<file path="src/rtl/fsm_input_pkg.sv">
`default_nettype none
// ============================================================================
// fsm_input_pkg : shared types and constants for the fsm_input_sequencer block
// Revision      : 1.0
// ============================================================================
package fsm_input_pkg;

  typedef enum logic [1:0] {
    IDLE  = 2'd0,
    DRIVE = 2'd1,
    GAP   = 2'd2
  } seq_state_t;

  localparam int N_REQ = 3;
  localparam int REQ_A = 0;
  localparam int REQ_B = 1;
  localparam int REQ_C = 2;

  typedef logic [3:0] cnt_t;
  typedef logic [1:0] ptr_t;

  function automatic ptr_t rr_next(input ptr_t p);
    return (p == ptr_t'(REQ_C)) ? ptr_t'(REQ_A) : p + ptr_t'(1);
  endfunction

endpackage
`default_nettype wire

</file>
<file path="src/rtl/fsm_input_sequencer_if.sv">
`default_nettype none
// ============================================================================
// fsm_input_sequencer_if : raw request inputs and conditioned strobe outputs
// Revision               : 1.0
// ============================================================================
interface fsm_input_sequencer_if;

  logic a_in;
  logic b_in;
  logic c_in;
  logic a_out;
  logic b_out;
  logic c_out;
  logic busy;
  logic overrun;

  modport master (
    output a_in, b_in, c_in,
    input  a_out, b_out, c_out, busy, overrun
  );

  modport slave (
    input  a_in, b_in, c_in,
    output a_out, b_out, c_out, busy, overrun
  );

endinterface
`default_nettype wire

</file>
<file path="src/rtl/rr_arbiter3.sv">
`default_nettype none
// ============================================================================
// rr_arbiter3 : combinational 3-way round-robin, search starts at ptr
// Revision    : 1.0
// ============================================================================
module rr_arbiter3
  import fsm_input_pkg::*;
(
  input  wire logic [N_REQ-1:0] req,
  input  wire ptr_t             ptr,
  output logic [N_REQ-1:0]      grant,
  output ptr_t                  next_ptr
);

  ptr_t w_idx;
  logic w_found;

  always_comb begin
    grant    = '0;
    next_ptr = ptr;
    w_idx    = ptr;
    w_found  = 1'b0;
    for (int i = 0; i < N_REQ; i++) begin
      if (!w_found && req[w_idx]) begin
        grant[w_idx] = 1'b1;
        next_ptr     = rr_next(w_idx);
        w_found      = 1'b1;
      end
      w_idx = rr_next(w_idx);
    end
  end

endmodule
`default_nettype wire

</file>
<file path="src/rtl/fsm_input_sequencer.sv">
`default_nettype none
// ============================================================================
// fsm_input_sequencer : turns A/B/C rising edges into serialised one-hot strobes
// Optional macro      : FSM_INPUT_SYNC_EN (two-flop input synchronisers)
// Revision            : 1.0
// ============================================================================
module fsm_input_sequencer
  import fsm_input_pkg::*;
#(
  parameter int HOLD_CYCLES = 1,
  parameter int GAP_CYCLES  = 1
)(
  input  wire logic             clk,
  input  wire logic             rst_n,
  fsm_input_sequencer_if.slave  bus
);

  localparam cnt_t c_hold_load = cnt_t'(HOLD_CYCLES - 1);
  localparam cnt_t c_gap_load  = (GAP_CYCLES == 0) ? cnt_t'(0) : cnt_t'(GAP_CYCLES - 1);

  seq_state_t       r_state, w_state_nxt;
  cnt_t             r_cnt, w_cnt_nxt;
  ptr_t             r_ptr, w_ptr_nxt, w_ptr_arb;
  logic [N_REQ-1:0] r_out, w_out_nxt;
  logic [N_REQ-1:0] r_prev, r_pend;
  logic             r_overrun;
  logic [N_REQ-1:0] w_raw, w_req, w_rise, w_grant_arb, w_grant, w_pend_nxt, w_drop;

  assign w_raw = {bus.c_in, bus.b_in, bus.a_in};

`ifdef FSM_INPUT_SYNC_EN
  logic [N_REQ-1:0] r_sync1, r_sync2;

  always_ff @(posedge clk or negedge rst_n) begin
    if (!rst_n) begin
      r_sync1 <= '1;
      r_sync2 <= '1;
    end else begin
      r_sync1 <= w_raw;
      r_sync2 <= r_sync1;
    end
  end

  assign w_req = r_sync2;
`else
  assign w_req = w_raw;
`endif

  assign w_rise = w_req & ~r_prev;

  rr_arbiter3 u_arb (
    .req      (r_pend),
    .ptr      (r_ptr),
    .grant    (w_grant_arb),
    .next_ptr (w_ptr_arb)
  );

  // Pending bits are only consumed when the FSM actually issues a grant.
  assign w_grant    = (r_state == IDLE) ? w_grant_arb : '0;
  assign w_pend_nxt = (r_pend & ~w_grant) | w_rise;
  assign w_drop     = w_rise & r_pend & ~w_grant;

  always_comb begin
    w_state_nxt = r_state;
    w_cnt_nxt   = r_cnt;
    w_out_nxt   = '0;
    w_ptr_nxt   = r_ptr;
    unique case (r_state)
      IDLE: begin
        if (|r_pend) begin
          w_out_nxt   = w_grant;
          w_cnt_nxt   = c_hold_load;
          w_ptr_nxt   = w_ptr_arb;
          w_state_nxt = DRIVE;
        end
      end
      DRIVE: begin
        if (r_cnt == '0) begin
          if (GAP_CYCLES == 0) begin
            w_state_nxt = IDLE;
            w_cnt_nxt   = '0;
          end else begin
            w_state_nxt = GAP;
            w_cnt_nxt   = c_gap_load;
          end
        end else begin
          w_out_nxt = r_out;
          w_cnt_nxt = r_cnt - cnt_t'(1);
        end
      end
      GAP: begin
        if (r_cnt == '0) begin
          w_state_nxt = IDLE;
        end else begin
          w_cnt_nxt = r_cnt - cnt_t'(1);
        end
      end
      default: begin
        w_state_nxt = IDLE;
        w_cnt_nxt   = '0;
      end
    endcase
  end

  always_ff @(posedge clk or negedge rst_n) begin
    if (!rst_n) begin
      r_state   <= IDLE;
      r_cnt     <= '0;
      r_ptr     <= ptr_t'(REQ_A);
      r_out     <= '0;
      r_prev    <= '1;
      r_pend    <= '0;
      r_overrun <= 1'b0;
    end else begin
      r_state   <= w_state_nxt;
      r_cnt     <= w_cnt_nxt;
      r_ptr     <= w_ptr_nxt;
      r_out     <= w_out_nxt;
      r_prev    <= w_req;
      r_pend    <= w_pend_nxt;
      r_overrun <= |w_drop;
    end
  end

  assign bus.a_out   = r_out[REQ_A];
  assign bus.b_out   = r_out[REQ_B];
  assign bus.c_out   = r_out[REQ_C];
  assign bus.busy    = (r_state != IDLE);
  assign bus.overrun = r_overrun;

endmodule
`default_nettype wire
</file>
<file path="src/flat_wrapper.sv">
// flat-port wrapper written by rule: the top's interface ports become plain ports
module fsm_input_sequencer_flat import fsm_input_pkg::*;
#(
  parameter int HOLD_CYCLES = 1,
  parameter int GAP_CYCLES  = 1
)
  (clk, rst_n, bus_a_in, bus_b_in, bus_c_in, bus_a_out, bus_b_out, bus_c_out, bus_busy, bus_overrun);
  fsm_input_sequencer_if bus_i ();
  input  wire logic clk;
  input  wire logic rst_n;
  input wire logic [$bits(bus_i.a_in)-1:0] bus_a_in;
  input wire logic [$bits(bus_i.b_in)-1:0] bus_b_in;
  input wire logic [$bits(bus_i.c_in)-1:0] bus_c_in;
  output wire logic [$bits(bus_i.a_out)-1:0] bus_a_out;
  output wire logic [$bits(bus_i.b_out)-1:0] bus_b_out;
  output wire logic [$bits(bus_i.c_out)-1:0] bus_c_out;
  output wire logic [$bits(bus_i.busy)-1:0] bus_busy;
  output wire logic [$bits(bus_i.overrun)-1:0] bus_overrun;
  assign bus_i.a_in = bus_a_in;
  assign bus_i.b_in = bus_b_in;
  assign bus_i.c_in = bus_c_in;
  assign bus_a_out = bus_i.a_out;
  assign bus_b_out = bus_i.b_out;
  assign bus_c_out = bus_i.c_out;
  assign bus_busy = bus_i.busy;
  assign bus_overrun = bus_i.overrun;
  fsm_input_sequencer #(.HOLD_CYCLES(HOLD_CYCLES), .GAP_CYCLES(GAP_CYCLES)) u_core (.clk(clk), .rst_n(rst_n), .bus(bus_i));
endmodule
</file>
<file path="config.mk">
export PLATFORM = sky130hd
export DESIGN_NAME = fsm_input_sequencer_flat
export DESIGN_NICKNAME = d
export VERILOG_FILES = /design/src/rtl/fsm_input_pkg.sv /design/src/rtl/fsm_input_sequencer_if.sv /design/src/rtl/rr_arbiter3.sv /design/src/rtl/fsm_input_sequencer.sv /design/src/flat_wrapper.sv
export SDC_FILE = /design/constraint.sdc
export NUM_CORES = 1
export LEC_CHECK = 0
export ABC_CLOCK_PERIOD_IN_PS = 2200
export BUFFER_PORTS_ARGS = -buffer_cell sky130_fd_sc_hd__buf_2
export CAP_MARGIN = 40
export CORE_AREA = 2 2 61 63
export DETAILED_ROUTE_END_ITERATION = 16
export DIE_AREA = 0 0 63 65
export GPL_ROUTABILITY_DRIVEN = 0
export SYNTH_ARGS = -nofsm -noshare
export SYNTH_HDL_FRONTEND = slang
export SYNTH_SLANG_ARGS = --single-unit
export TNS_END_PERCENT = 1
</file>
<file path="constraint.sdc">
create_clock -name clk -period 2.2 [get_ports clk]
set_clock_uncertainty 0.1 [all_clocks]
set_input_delay 0.33 -clock clk [delete_from_list [all_inputs] [get_ports clk]]
set_output_delay 0.33 -clock clk [all_outputs]
set_load 0.1 [all_outputs]
</file>
Word level (Yosys, flattened, before mapping)
Cells that the tools add are included.
{"block": "totals", "reg_bits": 18, "inputBits": 5, "output_inout_bits": 5, "wordCells": 86}
{"block": "classes", "add_sub_neg": 4, "order_cmp": 6, "n_eq_ne": 9, "muxes": 35, "n_bitwise": 9, "n_reduce_logical": 16}
{"cell": "two-way mux 2 bit", "n": 9}
{"cell": "two-way mux 3 bit", "n": 6}
{"cell": "AND 3 bit", "n": 4}
{"cell": "two-way mux 4 bit", "n": 3}
{"cell": "case mux 4 bit (3 select lines)", "n": 1}
{"cell": "< comparator 2 x 3 -> 1 bit, second input constant", "n": 3}
{"cell": "bitwise OR 3 bit", "n": 3}
{"cell": "equality test 2 bit, second input constant", "n": 4}
{"cell": "two-way mux 1 bit", "n": 8}
{"cell": "adder 2 x 1 -> 2 bit, second input constant", "n": 3}
{"cell": "binary-select mux 1 bit (select 2 bit)", "n": 3}
{"cell": "demux 1 bit (select 2 bit)", "n": 3}
{"cell": ">= comparator 2 x 1 -> 1 bit, second input constant", "n": 3}
{"cell": "inverter 3 bit", "n": 2}
{"cell": "case mux 2 bit (3 select lines)", "n": 1}
{"cell": "case mux 3 bit (2 select lines)", "n": 1}
{"cell": "AND reduction 3 bit", "n": 2}
{"cell": "OR reduction 3 bit", "n": 2}
{"cell": "logical AND 1 bit", "n": 5}
{"cell": "zero test 4 bit", "n": 1}
{"cell": "inequality test 2 x 1 -> 1 bit, second input constant", "n": 2}
{"cell": "inequality test 2 bit, second input constant", "n": 2}
{"cell": "subtractor 4 x 1 -> 4 bit, second input constant", "n": 1}
{"cell": "nonzero test 3 bit", "n": 1}
{"cell": "other kinds (5)", "n": 6}

Longest topological paths before layout
{"block": "depth", "word_depth": 14, "ltp_mapped": 6, "depth_no_buf": 6}

By module
From an unflattened synthesis, not the netlist that was laid out.
{"block": "hier_totals", "hier_cells": 93, "area_unflattened_um2": 934.6}
{"mod": "fsm_input_sequencer", "n_inst": 1, "cells_each": 78, "area_per_inst_um2": 845.8, "seq_area_each_um2": 454.2}
{"mod": "rr_arbiter3", "n_inst": 1, "cells_each": 15, "area_per_inst_um2": 88.8, "seq_area_each_um2": 0.0}

Worst setup path before layout
Ideal clock, no wire load.
{"block": "synth_timing", "kind": "flip-flop to flip-flop", "start": "register u_core.r_state[0]", "end": "register u_core.r_overrun (netlist: u_core.bus.overrun)", "setup_ps": 104, "arrival_time_ps": 1846, "required_ps": 1996, "slack_ps": 150, "stages_incl_launch_ff": 7, "cell_sequence": "dfrtp_1 > inv_1 > ha_1 > buf_2 > inv_1 > o21ai_0 > o311ai_1"}
{"block": "synth_via", "elab_chain_len": 5}
{"item": "start, declared", "line_no": "fsm_input_sequencer.sv:21", "rtl": "seq_state_t r_state, w_state_nxt;"}
{"item": "start signal, assigned", "line_no": "fsm_input_sequencer.sv:115", "rtl": "r_state <= w_state_nxt;"}
{"item": "zero test 2 bit", "line_no": "fsm_input_sequencer.sv:59", "rtl": "assign w_grant = (r_state == IDLE) ? w_grant_arb : '0;"}
{"item": "two-way mux 3 bit", "line_no": "fsm_input_sequencer.sv:59"}
{"item": "inverter 3 bit", "line_no": "fsm_input_sequencer.sv:61", "rtl": "assign w_drop = w_rise & r_pend & ~w_grant;"}
{"item": "AND 3 bit", "line_no": "fsm_input_sequencer.sv:61"}
{"item": "OR reduction 3 bit", "line_no": "fsm_input_sequencer.sv:121", "rtl": "r_overrun <= |w_drop;"}
{"item": "end signal, assigned", "line_no": "fsm_input_sequencer.sv:121"}
{"item": "end, declared", "line_no": "fsm_input_sequencer.sv:26", "rtl": "logic r_overrun;"}
Every way passes these cells.
A chain may end at the register's enable or synchronous reset.

Worst setup path after layout
{"block": "layout_timing", "start": "register u_core.r_state[1]", "end": "output bus_busy"}
{"block": "layout_via", "elab_chain_len": 1}
{"item": "nonzero test 2 bit", "line_no": "fsm_input_sequencer.sv:128", "rtl": "assign bus.busy = (r_state != IDLE);"}
{"item": "end, declared", "line_no": "flat_wrapper.sv:17", "rtl": "output wire logic [$bits(bus_i.busy)-1:0] bus_busy;"}
Every way passes these cells.

==> reports/metrics.csv <==
stage,metric,value,unit
critical_path,Critical Path RT,1770,ps
drt,drt drc,0,
synthesis,Mapped Area,978,um2
critical_path,launching element of the worst setup path,u_core.r_state[1],
clock_tree,later-pin clock latency in the skew report,300,ps
synthesis,Synth Warn #,0,
layout,multi-input logic area,477,um2
synthesis,Syn Inst Count,96,
timing,Finish-stage setup viols,0,
critical_path,reg-to-reg setup timing slack,400,ps
die,Die Height,65,um
clock_tree,clk sinks,18,
critical_path,reg2reg end,u_core.r_cnt[1],
hold_path,hold wc startpoint,bus_b_in,
drt,drt first pass iters,4,
run_status,status,"complete, no violations",
global_route,number of global-route vias before repair,782,
layout,layout cell share with drive strength beyond 1,22.0,%
timing,worst setup margin,225,ps
global_route,GRT Total Usage,10.7,%
drt,detailed-route via count,727,
die,Initial Utilization,28.0,%
clock_tree,Resized cells post-CTS,0,
timing,fmax,506,MHz
die,Die X,63,um
clock_tree,Inserted Clock Buffers,3,
critical_path,crit end category,output port,
synthesis,Yosys reg bits,18,
layout,# diodes,0,
synthesis,"Seq/Total Area, Yosys",46.4,%
global_route,GR Overflow Total,0,
drt,drt via density,4.63,
timing,final slew viol count,0,
layout,"commonest non-fill, non-tap cell in the layout",dfrtp_1,
die,Rows,22,
drt,WL final,1850,um
critical_path,worst reg-to-reg path cell count,5,
synthesis,ys async rst share,100,%
clock_tree,Root Driver,clkbuf_4,
timing,part of the cycle the worst path needs,89.8,%
global_route,initial antenna violation count,0,
layout,Layout area overhead,15.2,%
clock_tree,Max clock buf depth,2,
drt,WL/cell,11.8,um
layout,"commonest cells after routing, fill and taps aside","15 x dfrtp_1, 10 x inv_1, 9 x buf_2",
timing,Fin. Hold Viols,0,
synthesis,Synth Net Count,106,
place,pre-CTS WS,429,ps
clock_tree,CTS tree,built,
layout,nets,120,
die,Core Footprint,3500,um2
die,die area,4100,um2
timing,setup_tns,0,ps
critical_path,critical path cell sequence,inv_1 -> ha_1 -> inv_1 -> buf_2,
die,I/O Pins,10,
critical_path,slowest CP cell,buf_2,
drt,Final ANT Viol Nets,0,
clock_tree,Worst-path clk slew,110,ps
hold_path,hold path depth,1,
critical_path,Setup CP Type,register to output port,
layout,end-of-flow core utilization,32.2,%
drt,DRT iter0 DRCs,13,
synthesis,number of synthesized flops with an enable pin,0,
synthesis,"Top FF cell, synth",dfrtp_1,
synthesis,distinct cell type count of the synthesized netlist,35,
hold_path,Hold EP,u_core.r_prev[1],
critical_path,CP Max Fanout,4,
place,placed cells,152,
timing,RSZ-0062 raised after global routing,false,
global_route,first-pass GRT wire length,3500,um
global_route,pin count of the biggest net entering global routing,19,
timing,Worst slew margin,67.2,%
hold_path,Hold/Removal Path Class,input port to register,
clock_tree,H-tree level count,1,
layout,Layout fillers,366,
layout,register area,454,um2
critical_path,cell repeated most along the worst path,inv_1,
timing,measured slew at the worst slew-check pin,495,ps
critical_path,r2r startpoint,u_core.r_state[0],
critical_path,CP arrival,1550,ps
job,max_cap viols,0,
synthesis,syn avg cell area,10.2,um2
critical_path,Critical Path Start Type,register,
place,Port Buffer Count,9,
place,dpl hpwl,1400,um
layout,fin cells,157,
timing,Period minus WS final,1980,ps
critical_path,"Largest stage delay, worst path",440,ps
[worst max-delay path, delay by kind of cell (launching register included)]
family,cells,cell delay [ps]
flops,1,390
fa+ha+maj,1,220
buf+inv,3,630
[through the flow]
stage | area (um2) | hold slack (ps)
3_5_place_dp | 1080 | 189
4_1_cts | 1130 | 18.6
3_3_place_gp | 1080 | 185
2_1_floorplan | 978 | -65.6
6_report | 1130 | 33.7
5_1_grt | 1130 | 23.3
[synth_stat cells, types with 2 or more instances]
cell type,n,area (um2)
o21ai_0,4,20.0
ha_1,5,62.6
nor2_1,6,22.5
nor3_1,2,10.0
dfrtp_1,15,375
inv_1,10,37.5
o31ai_1,4,30.0
nand2_1,7,26.3
o211ai_1,3,22.5
nor2b_1,4,25.0
buf_2,2,10.0
a21oi_1,5,25.0
dfstp_2,3,78.8
a211oi_1,2,15.0
nand2b_1,3,18.8
a21o_1,2,15.0
[state kept, by name, summed over array words and instances, names as in the netlist]
name / count
u_core.r_ptr: 2
u_core.r_state: 2
u_core.r_out: 3
u_core.r_pend: 3
u_core.r_cnt: 4
u_core.bus.overrun: 1
u_core.r_prev: 3
[worst max path at each step]
stage                         endpoint  slack (ps)
detailed placement     u_core.r_cnt[1]         430
CTS                           bus_busy         220
finish                        bus_busy         220
global placement       u_core.r_cnt[1]         520
global route                  bus_busy         130
floorplan           u_core.bus.overrun         150
[area by class of cell]
cell class              instances  share of cell area [%]
repair buffers                 11                    5.55
multi-input cells              66                    42.3
flip-flops and latches         18                    40.3
clock buffers                   4                    3.22
inverters                      10                    3.33
well taps                      48                    5.33
[per-layer routing]
metal  global-route usage, %  part of all wire (%)  up-vias
met1                    14.0                    50      347
li1                        -                     -      369
met2                    17.6                    45        9
met4                    1.67                  0.86        0
met5                       0                     0        -
met3                    3.30                   3.6        2
[logic make-up (layout without fill, tap and decap cells)]
logic type	Yosys count	after routing	synth area share (%)
adders and majority gates	5	5	6.39
AOI/OAI and AO/OA	29	29	20.3
and+or+nand+nor	31	31	20.5
DFF	18	18	46.4
muxes	1	1	1.53
buffers and inverters	12	25	4.86
[timing repair]
item | CTS | global route
hold buffers | 1 | 0
hold endpoints to repair | 15 | 0
buffers inserted | 0 | 0
Power is left out: the tool's default activity adds up to more than one toggle a clock period on the data nets, which glitch-free logic cannot reach.
